==> config.mk <==
export PLATFORM = sky130hd
export DESIGN_NAME = mem_arbiter
export DESIGN_NICKNAME = d
export VERILOG_FILES = /design/src/rtl/mem_arbiter_pkg.sv /design/src/rtl/mem_arb_mux.sv /design/src/rtl/mem_arbiter.sv
export SDC_FILE = /design/constraint.sdc
export NUM_CORES = 1
export LEC_CHECK = 0
export CORE_AREA = 2 2 119 121
export CTS_BUF_LIST = sky130_fd_sc_hd__clkbuf_8
export CTS_CLUSTER_DIAMETER = 100
export CTS_CLUSTER_SIZE = 40
export DETAILED_ROUTE_END_ITERATION = 8
export DIE_AREA = 0 0 121 123
export GPL_ROUTABILITY_DRIVEN = 0
export HOLD_SLACK_MARGIN = 0.08
export SYNTH_ARGS = -nofsm -noshare
export SYNTH_HDL_FRONTEND = slang
export SYNTH_SLANG_ARGS = --single-unit
==> constraint.sdc <==
create_clock -name clk -period 1.7 [get_ports clk]
set_input_delay 0.34 -clock clk [delete_from_list [all_inputs] [get_ports clk]]
set_output_delay 0.34 -clock clk [all_outputs]
set_load 0.02 [all_outputs]
==> src/rtl/mem_arbiter_pkg.sv <==
// Shared constants and debug view for the I/D cache memory arbiter.
// State codes are plain 2-bit constants so older tools and checkers can bind to them.
package mem_arbiter_pkg;

    localparam logic [1:0] ST_IDLE  = 2'd0;
    localparam logic [1:0] ST_BUSY  = 2'd1;
    localparam logic [1:0] ST_DRAIN = 2'd2;

    localparam logic PORT_I = 1'b0;
    localparam logic PORT_D = 1'b1;

    // Snapshot of the arbiter's internal control state for checkers and debug.
    typedef struct packed {
        logic [1:0] state;
        logic       grantD;
        logic       ptrD;
    } arbDbg_t;

endpackage

==> src/rtl/mem_arb_mux.sv <==
// Forward path of the arbiter: selects the granted port's request signals and
// gates them by arbiter state so memory sees nothing outside an active grant.
module mem_arb_mux
    import mem_arbiter_pkg::*;
#(
    parameter int ADDR_W = 32,
    parameter int DATA_W = 32
) (
    input  logic [1:0]        state,
    input  logic              grantD,
    input  logic [ADDR_W-1:0] iAddress,
    input  logic [DATA_W-1:0] iWriteData,
    input  logic              iRead,
    input  logic              iWrite,
    input  logic              iGrabbed,
    input  logic [ADDR_W-1:0] dAddress,
    input  logic [DATA_W-1:0] dWriteData,
    input  logic              dRead,
    input  logic              dWrite,
    input  logic              dGrabbed,
    output logic [ADDR_W-1:0] memAddress,
    output logic [DATA_W-1:0] memWriteData,
    output logic              memRead,
    output logic              memWrite,
    output logic              memGrabbed
);

    logic [ADDR_W-1:0] selAddress;
    logic [DATA_W-1:0] selWriteData;
    logic              selRead;
    logic              selWrite;
    logic              selGrabbed;

    assign selAddress   = (grantD == PORT_D) ? dAddress   : iAddress;
    assign selWriteData = (grantD == PORT_D) ? dWriteData : iWriteData;
    assign selRead      = (grantD == PORT_D) ? dRead      : iRead;
    assign selWrite     = (grantD == PORT_D) ? dWrite     : iWrite;
    assign selGrabbed   = (grantD == PORT_D) ? dGrabbed   : iGrabbed;

    always_comb begin
        memAddress   = '0;
        memWriteData = '0;
        memRead      = 1'b0;
        memWrite     = 1'b0;
        memGrabbed   = 1'b0;
        case (state)
            ST_BUSY: begin
                memAddress   = selAddress;
                memWriteData = selWriteData;
                // A port raising both strobes is treated as a write.
                memWrite     = selWrite;
                memRead      = selRead & ~selWrite;
                memGrabbed   = selGrabbed;
            end
            ST_DRAIN: begin
                // Keep grabbed asserted until memory lowers ready.
                memAddress   = selAddress;
                memWriteData = selWriteData;
                memGrabbed   = 1'b1;
            end
            default: ;
        endcase
    end

endmodule

==> src/rtl/mem_arbiter.sv <==
// Round-robin arbiter sharing one main memory between the instruction and data
// caches; a grant lasts one full ready/grabbed handshake plus a drain phase.
module mem_arbiter
    import mem_arbiter_pkg::*;
#(
    parameter int ADDR_W = 32,
    parameter int DATA_W = 32
) (
    input  logic              clk,
    input  logic              rst,
    input  logic [ADDR_W-1:0] i_address,
    input  logic [DATA_W-1:0] i_write_data,
    input  logic              i_read_mem,
    input  logic              i_write_mem,
    input  logic              i_data_grabbed,
    output logic [DATA_W-1:0] i_read_data,
    output logic              i_mem_data_ready,
    input  logic [ADDR_W-1:0] d_address,
    input  logic [DATA_W-1:0] d_write_data,
    input  logic              d_read_mem,
    input  logic              d_write_mem,
    input  logic              d_data_grabbed,
    output logic [DATA_W-1:0] d_read_data,
    output logic              d_mem_data_ready,
    output logic [ADDR_W-1:0] mem_address,
    output logic [DATA_W-1:0] mem_write_data,
    output logic              mem_read,
    output logic              mem_write,
    output logic              mem_data_grabbed,
    input  logic              mem_data_ready,
    input  logic [DATA_W-1:0] mem_read_data,
    output logic              busy,
    output logic              grant_d,
    output arbDbg_t           dbg
);

    // Handshake: a port requests while either strobe is high and keeps its
    // address/data/strobes stable until it sees ready; it then raises grabbed,
    // which is forwarded to memory, and memory lowers ready to end the transfer.

    logic [1:0] state;
    logic       grantD;
    logic       ptrD;
    logic       iReq;
    logic       dReq;
    logic       iRoute;
    logic       dRoute;

    assign iReq = i_read_mem | i_write_mem;
    assign dReq = d_read_mem | d_write_mem;

    always_ff @(posedge clk or negedge rst) begin
        if (!rst) begin
            state  <= ST_IDLE;
            grantD <= PORT_I;
            ptrD   <= PORT_D;
        end else begin
            case (state)
                ST_IDLE: begin
                    if (iReq || dReq) begin
                        grantD <= (iReq && dReq) ? ptrD : dReq;
                        state  <= ST_BUSY;
                    end
                end
                ST_BUSY: begin
                    // mem_data_grabbed is the granted port's grabbed while busy.
                    if (mem_data_ready && mem_data_grabbed) begin
                        state <= ST_DRAIN;
                    end
                end
                ST_DRAIN: begin
                    if (!mem_data_ready) begin
                        state <= ST_IDLE;
                        ptrD  <= ~grantD;
                    end
                end
                default: state <= ST_IDLE;
            endcase
        end
    end

    mem_arb_mux #(
        .ADDR_W(ADDR_W),
        .DATA_W(DATA_W)
    ) u_mux (
        .state       (state),
        .grantD      (grantD),
        .iAddress    (i_address),
        .iWriteData  (i_write_data),
        .iRead       (i_read_mem),
        .iWrite      (i_write_mem),
        .iGrabbed    (i_data_grabbed),
        .dAddress    (d_address),
        .dWriteData  (d_write_data),
        .dRead       (d_read_mem),
        .dWrite      (d_write_mem),
        .dGrabbed    (d_data_grabbed),
        .memAddress  (mem_address),
        .memWriteData(mem_write_data),
        .memRead     (mem_read),
        .memWrite    (mem_write),
        .memGrabbed  (mem_data_grabbed)
    );

    // Return path reaches only the granted port, and only before the drain.
    assign iRoute = (state == ST_BUSY) && (grantD == PORT_I);
    assign dRoute = (state == ST_BUSY) && (grantD == PORT_D);

    assign i_mem_data_ready = iRoute & mem_data_ready;
    assign d_mem_data_ready = dRoute & mem_data_ready;
    assign i_read_data      = iRoute ? mem_read_data : '0;
    assign d_read_data      = dRoute ? mem_read_data : '0;

    assign busy    = (state != ST_IDLE);
    assign grant_d = busy & grantD;

    assign dbg.state  = state;
    assign dbg.grantD = grantD;
    assign dbg.ptrD   = ptrD;

endmodule
# Word-level counts from Yosys, hierarchy flattened
# Cells that the tools add are included.
# word_totals
ff_bits,4
in_bits,169
out_inout_bits,139
word_cells,45
# op_classes
eq_ne,5
mux,17
bitwise,9
n_reduce_logical,11
# op_table
op,n
$mux 32,6
$mux 1,6
$mux 2,3
$ne 2x2->1 const B,3
$pmux 2 s3,1
$and 1x1->1,4
$logic_and 1x1->1,4
$reduce_and 2->1,2
$not 1->1,3
$reduce_and 3->1,1
$eq 2x1->1 const B,1
$eq 2x2->1 const B,1
$logic_not 2->1,1
$or 1x1->1,2
$pmux 1 s2,1
$reduce_bool 2->1,1
$reduce_or 2->1,1
$logic_or 1x1->1,1

# Depth between registers and ports, before layout
# depth
word_depth,5
ltp_mapped,6
mapped_depth_nobuf,5

# Hierarchy
# From an unflattened synthesis, not the netlist that was laid out.
# hier_totals
hier_cells,251
area_unflattened_um2,1811.7
# modules_own_cells
mod,n_inst,cells_per_inst,area_per_inst_um2,seq_area_each_um2
mem_arb_mux,1,156,1116.1,0.0
mem_arbiter,1,95,695.7,101.3

# Worst setup path after synthesis
# Ideal clock, no wire load.
# synth_path
path_type,register -> output
from,reg state[0]
to,out mem_address[0]
arrival_time_ps,1711
required_ps,1360
setup_slack_ps,-351
path_stages_with_launch,6
n_path_buf,2
cell_sequence,dfrtp_1 -> inv_1 -> ha_1 -> clkbuf_1 -> clkbuf_1 -> nor2b_1
# synth_between
elab_chain_len,3
word_cells_on_any_way,4
cone_classes,eq/ne: 2; mux: 1; reduce/logical: 1
# synth_lines
element,line_no,text
"start, declared",mem_arbiter.sv:41,logic [1:0] state;
"start signal, assigned",mem_arbiter.sv:54,state <= ST_IDLE;
"start signal, assigned",mem_arbiter.sv:62,state <= ST_BUSY;
"start signal, assigned",mem_arbiter.sv:68,state <= ST_DRAIN;
$eq 2x1->1 / $eq 2x2->1 (equally long branches),mem_arb_mux.sv:46,case (state)
$reduce_or 2->1 (no source line) (*),--,
$mux 32 (*),mem_arb_mux.sv:46,
"end, declared",mem_arbiter.sv:25,"output logic [ADDR_W-1:0] mem_address,"
# Every way passes the cells marked *; elsewhere a longest branch is shown, timed or not.

# Worst setup path in the final report
# layout_path
from,reg state[0]
to,out mem_address[29]
# The elaborated chain is that of the path after synthesis.

==> impl_metrics.csv <==
group,metric,value,unit
synthesis,yosys_most_used_dff,"dfrtp_1",
setup_path,end_kind,"primary output",
sta,fin_ws,-0.2693,ns
setup_path,cp_num_buf_inv,5,
power,powerDensity,2082,mW/mm²
global_route,use_met3,2.629,%
sta,period_share,115.8,%
placement,placed_cells,766,
synthesis,synthXorXnorAreaFrac,0,%
synthesis,synth-simple-area-share,45.59,%
setup_path,crit_type,"register to primary output",
sta,hold_viol_final,0,
clocking,insertion_delay,0.22,ns
route,drcViolationCount,0,
setup_path,worstPathArrival,1.63,ns
setup_path,startpoint_type,"register",
setup_path,cp_cell_sequence,"inv_2, ha_4, buf_12, buf_8, clkbuf_16, nor2b_4, buf_6",
setup_path,r2r_start,"state[0]",
placement,dp_hpwl,9795,µm
placement,place_worst_setup_slack,-0.5266,ns
clocking,cts_buffers,3,
power,p_leak,3.363,nW
power,peakVddDrop,998.7,µV
clocking,path_clk_slew,0.04,ns
die,io_pins,308,
setup_path,rr_worst_depth,9,
sta,fin_skew,0.002372,ns
sta,drv_slew,0,
placement,dpl_cell_area,0.006012,mm²
synthesis,synth-seq-cells,4,
sta,timing.hold.ws,0.3451,ns
synthesis,synth.distinct_cells,26,
sta,max_freq,507.8,MHz
setup_path,required,1.36,ns
die,core-area,0.01361,mm²
synthesis,synth_fa_ha_area_share,2.554,%
synthesis,seq_area_frac_synth,5.172,%
clocking,cts_max_level,1,
cells_and_area,n_antenna_cell,0,
route,drt-wirelength-per-cell,18.00,µm
cells_and_area,drive_above_1_share,64.82,%
synthesis,synthArstFlopShare,100.0,%
synthesis,synth_area,0.001959,mm²
global_route,grt_pass1_vias,3393,
status,violations,"setup timing",
run,maxCapViolations,0,
global_route,grt_max_degree,34,
status,outcome,"finished, violations left",
setup_path,ff2ff_setup_slack,-0.16,ns
clocking,cts_tree,"yes",
global_route,grtUsageTotal,15.90,%
clocking,clk_path_buf_depth,2,
route,drt-total-wl,14600,µm
synthesis,synth.avg_cell_area,7.394,µm²
placement,portBuffers,307,
global_route,grt_pass1_wl,18590,µm
worst_hold_path,hold_path_class,"primary input to async pin",
synthesis,synth_warnings,0,
sta,worstMarginPinSlew,0.3491,ns
clocking,cts_root_buffer,"clkbuf_8",
synthesis,netlist.area_leader.share,33.72,%
synthesis,synth-edff-count,0,
global_route,top_usage_layer,"met2",
global_route,antenna_found_initial,0,
route,first_iter_violations,75,
cells_and_area,final_nets,805,
route,drt-pass1-iter-count,4,
sta,setup_viol,132,
setup_path,critical-path-max-stage-delay,0.42,ns
route,vias,3411,
setup_path,cp_slowest_cell,"dfrtp_2",
setup_path,reg2reg_to,"state[1]",
synthesis,synth_mux_area_share,33.72,%
synthesis,synth.area.top_cells,"mux2i_1 34%, nor2b_1 22%, and2_1 11%",
synthesis,syn_nets,438,
synthesis,synth_top_area_cell,"mux2i_1",
cells_and_area,final_util,56.34,%
route,viasPerCell,4.206,
route,ant_nets,0,
clocking,clock_sinks,4,
die,initial_utilization,14.39,%
clocking,hold_buffers,0,
setup_path,critPathTopFamily,"buffers and inverters",
global_route,grtUsageMet1,17.60,%
die,dieArea,0.01488,mm²
cells_and_area,fillers,1182,
sta,slew_headroom,76.68,%
die,die_h,123,µm
synthesis,synth-compound-area-share,5.172,%
global_route,grt_util_met2,31.67,%
synthesis,syn_inst,265,
cells_and_area,stdcell_area,0.007669,mm²
global_route,overflow,0,
die,dieWidth,121,µm
cells_and_area,synthToLayoutAreaGrowth,291.4,%
sta,rsz0062_at_grt,"true",
sta,fin_crit,1.969,ns
cells_and_area,final_cell_count_no_fill,811,
synthesis,synth_top_family_by_area,"simple AND/OR/NAND/NOR gates",
die,num_rows,43,
setup_path,critical_path.max_fanout,8,
==> cell usage in the layout, fill, tap and decap left out, types with 3 or more instances in the layout <==
master / instances
nor2b_1: 4
clkbuf_16: 9
buf_8: 5
inv_1: 4
buf_16: 3
nor2b_4: 60
clkbuf_8: 3
mux2i_1: 15
and3_1: 7
mux2i_4: 32
nor2b_2: 4
buf_6: 145
clkdlybuf4s50_1: 168
buf_4: 38
nor2_1: 3
mux2i_2: 19
buf_12: 15
o21ai_0: 4
and2_4: 31
and3_4: 26
==> synth_stat cells, types with 2 or more instances <==
library cell  count
nor2b_1          68
mux2i_1          66
and2_1           35
and3_1           33
clkbuf_1         17
buf_4             6
buf_2             5
inv_1             5
ha_1              4
o21ai_0           4
dfrtp_1           3
nor2_1            3
a21boi_0          2
a32oi_1           2
==> layer usage <==
layer	share of wire, %	vias up
met3	5.9	14
met4	1.3	0
met1	38	1592
li1	-	1652
met5	0	-
met2	55	153
==> flip-flops by register name (all words and copies together) (netlist names) <==
name / count
grantD: 1
ptrD: 1
state: 2
==> per-stage QoR <==
stage | power [mW] | setup TNS, ns
floorplan | 6.542 | -1.133
global placement | 10.75 | -54.70
detailed placement | 10.82 | -57.51
CTS | 13.48 | -28.63
global route | 16.72 | -29.91
finish | 15.96 | -22.24
==> cell families after synthesis <==
group                      count (synthesis)
and+or+nand+nor                          144
AOI/OAI and AO/OA                         14
buffers and inverters                     33
adders and majority gates                  4
muxes                                     66
DFF                                        4
==> worst max path at each step <==
stage	slack, ns	start	cells past startpoint	to
2_1_floorplan	-0.07	state[1]	6	i_read_data[11]
3_3_place_gp	-0.52	state[0]	5	mem_write_data[13]
3_5_place_dp	-0.53	state[0]	5	mem_write_data[13]
4_1_cts	-0.32	grantD	5	mem_address[13]
5_1_grt	-0.33	state[1]	7	i_read_data[10]
6_report	-0.27	state[0]	7	mem_address[29]
==> what timing repair did <==
action	in CTS	in global routing
setup buffers	14	17
resized for setup	669	314
endpoints found under the setup margin	139	139
cloned	7	10
pin swaps	4	19
==> where the power goes <==
part           leakage, nW  internal (mW)  total (mW)  switching, mW
combinational         3.29           9.21        15.5           6.30
sequential          0.0436          0.168       0.241         0.0724
clock               0.0269          0.155       0.214         0.0593
total                 3.36           9.54        16.0           6.43
==> final cells by class <==
class	instances	area, µm²	share of cell area, %
clock buffers	3	41.29	0.5384
clock inverters	1	3.754	0.04895
inverters	5	21.27	0.2774
multi-input cells	228	2902	37.84
flip-flops and latches	4	107.6	1.403
well taps	180	225.2	2.937
repair buffers	390	4368	56.96
Note: power is estimated with default switching activity, not from simulation.
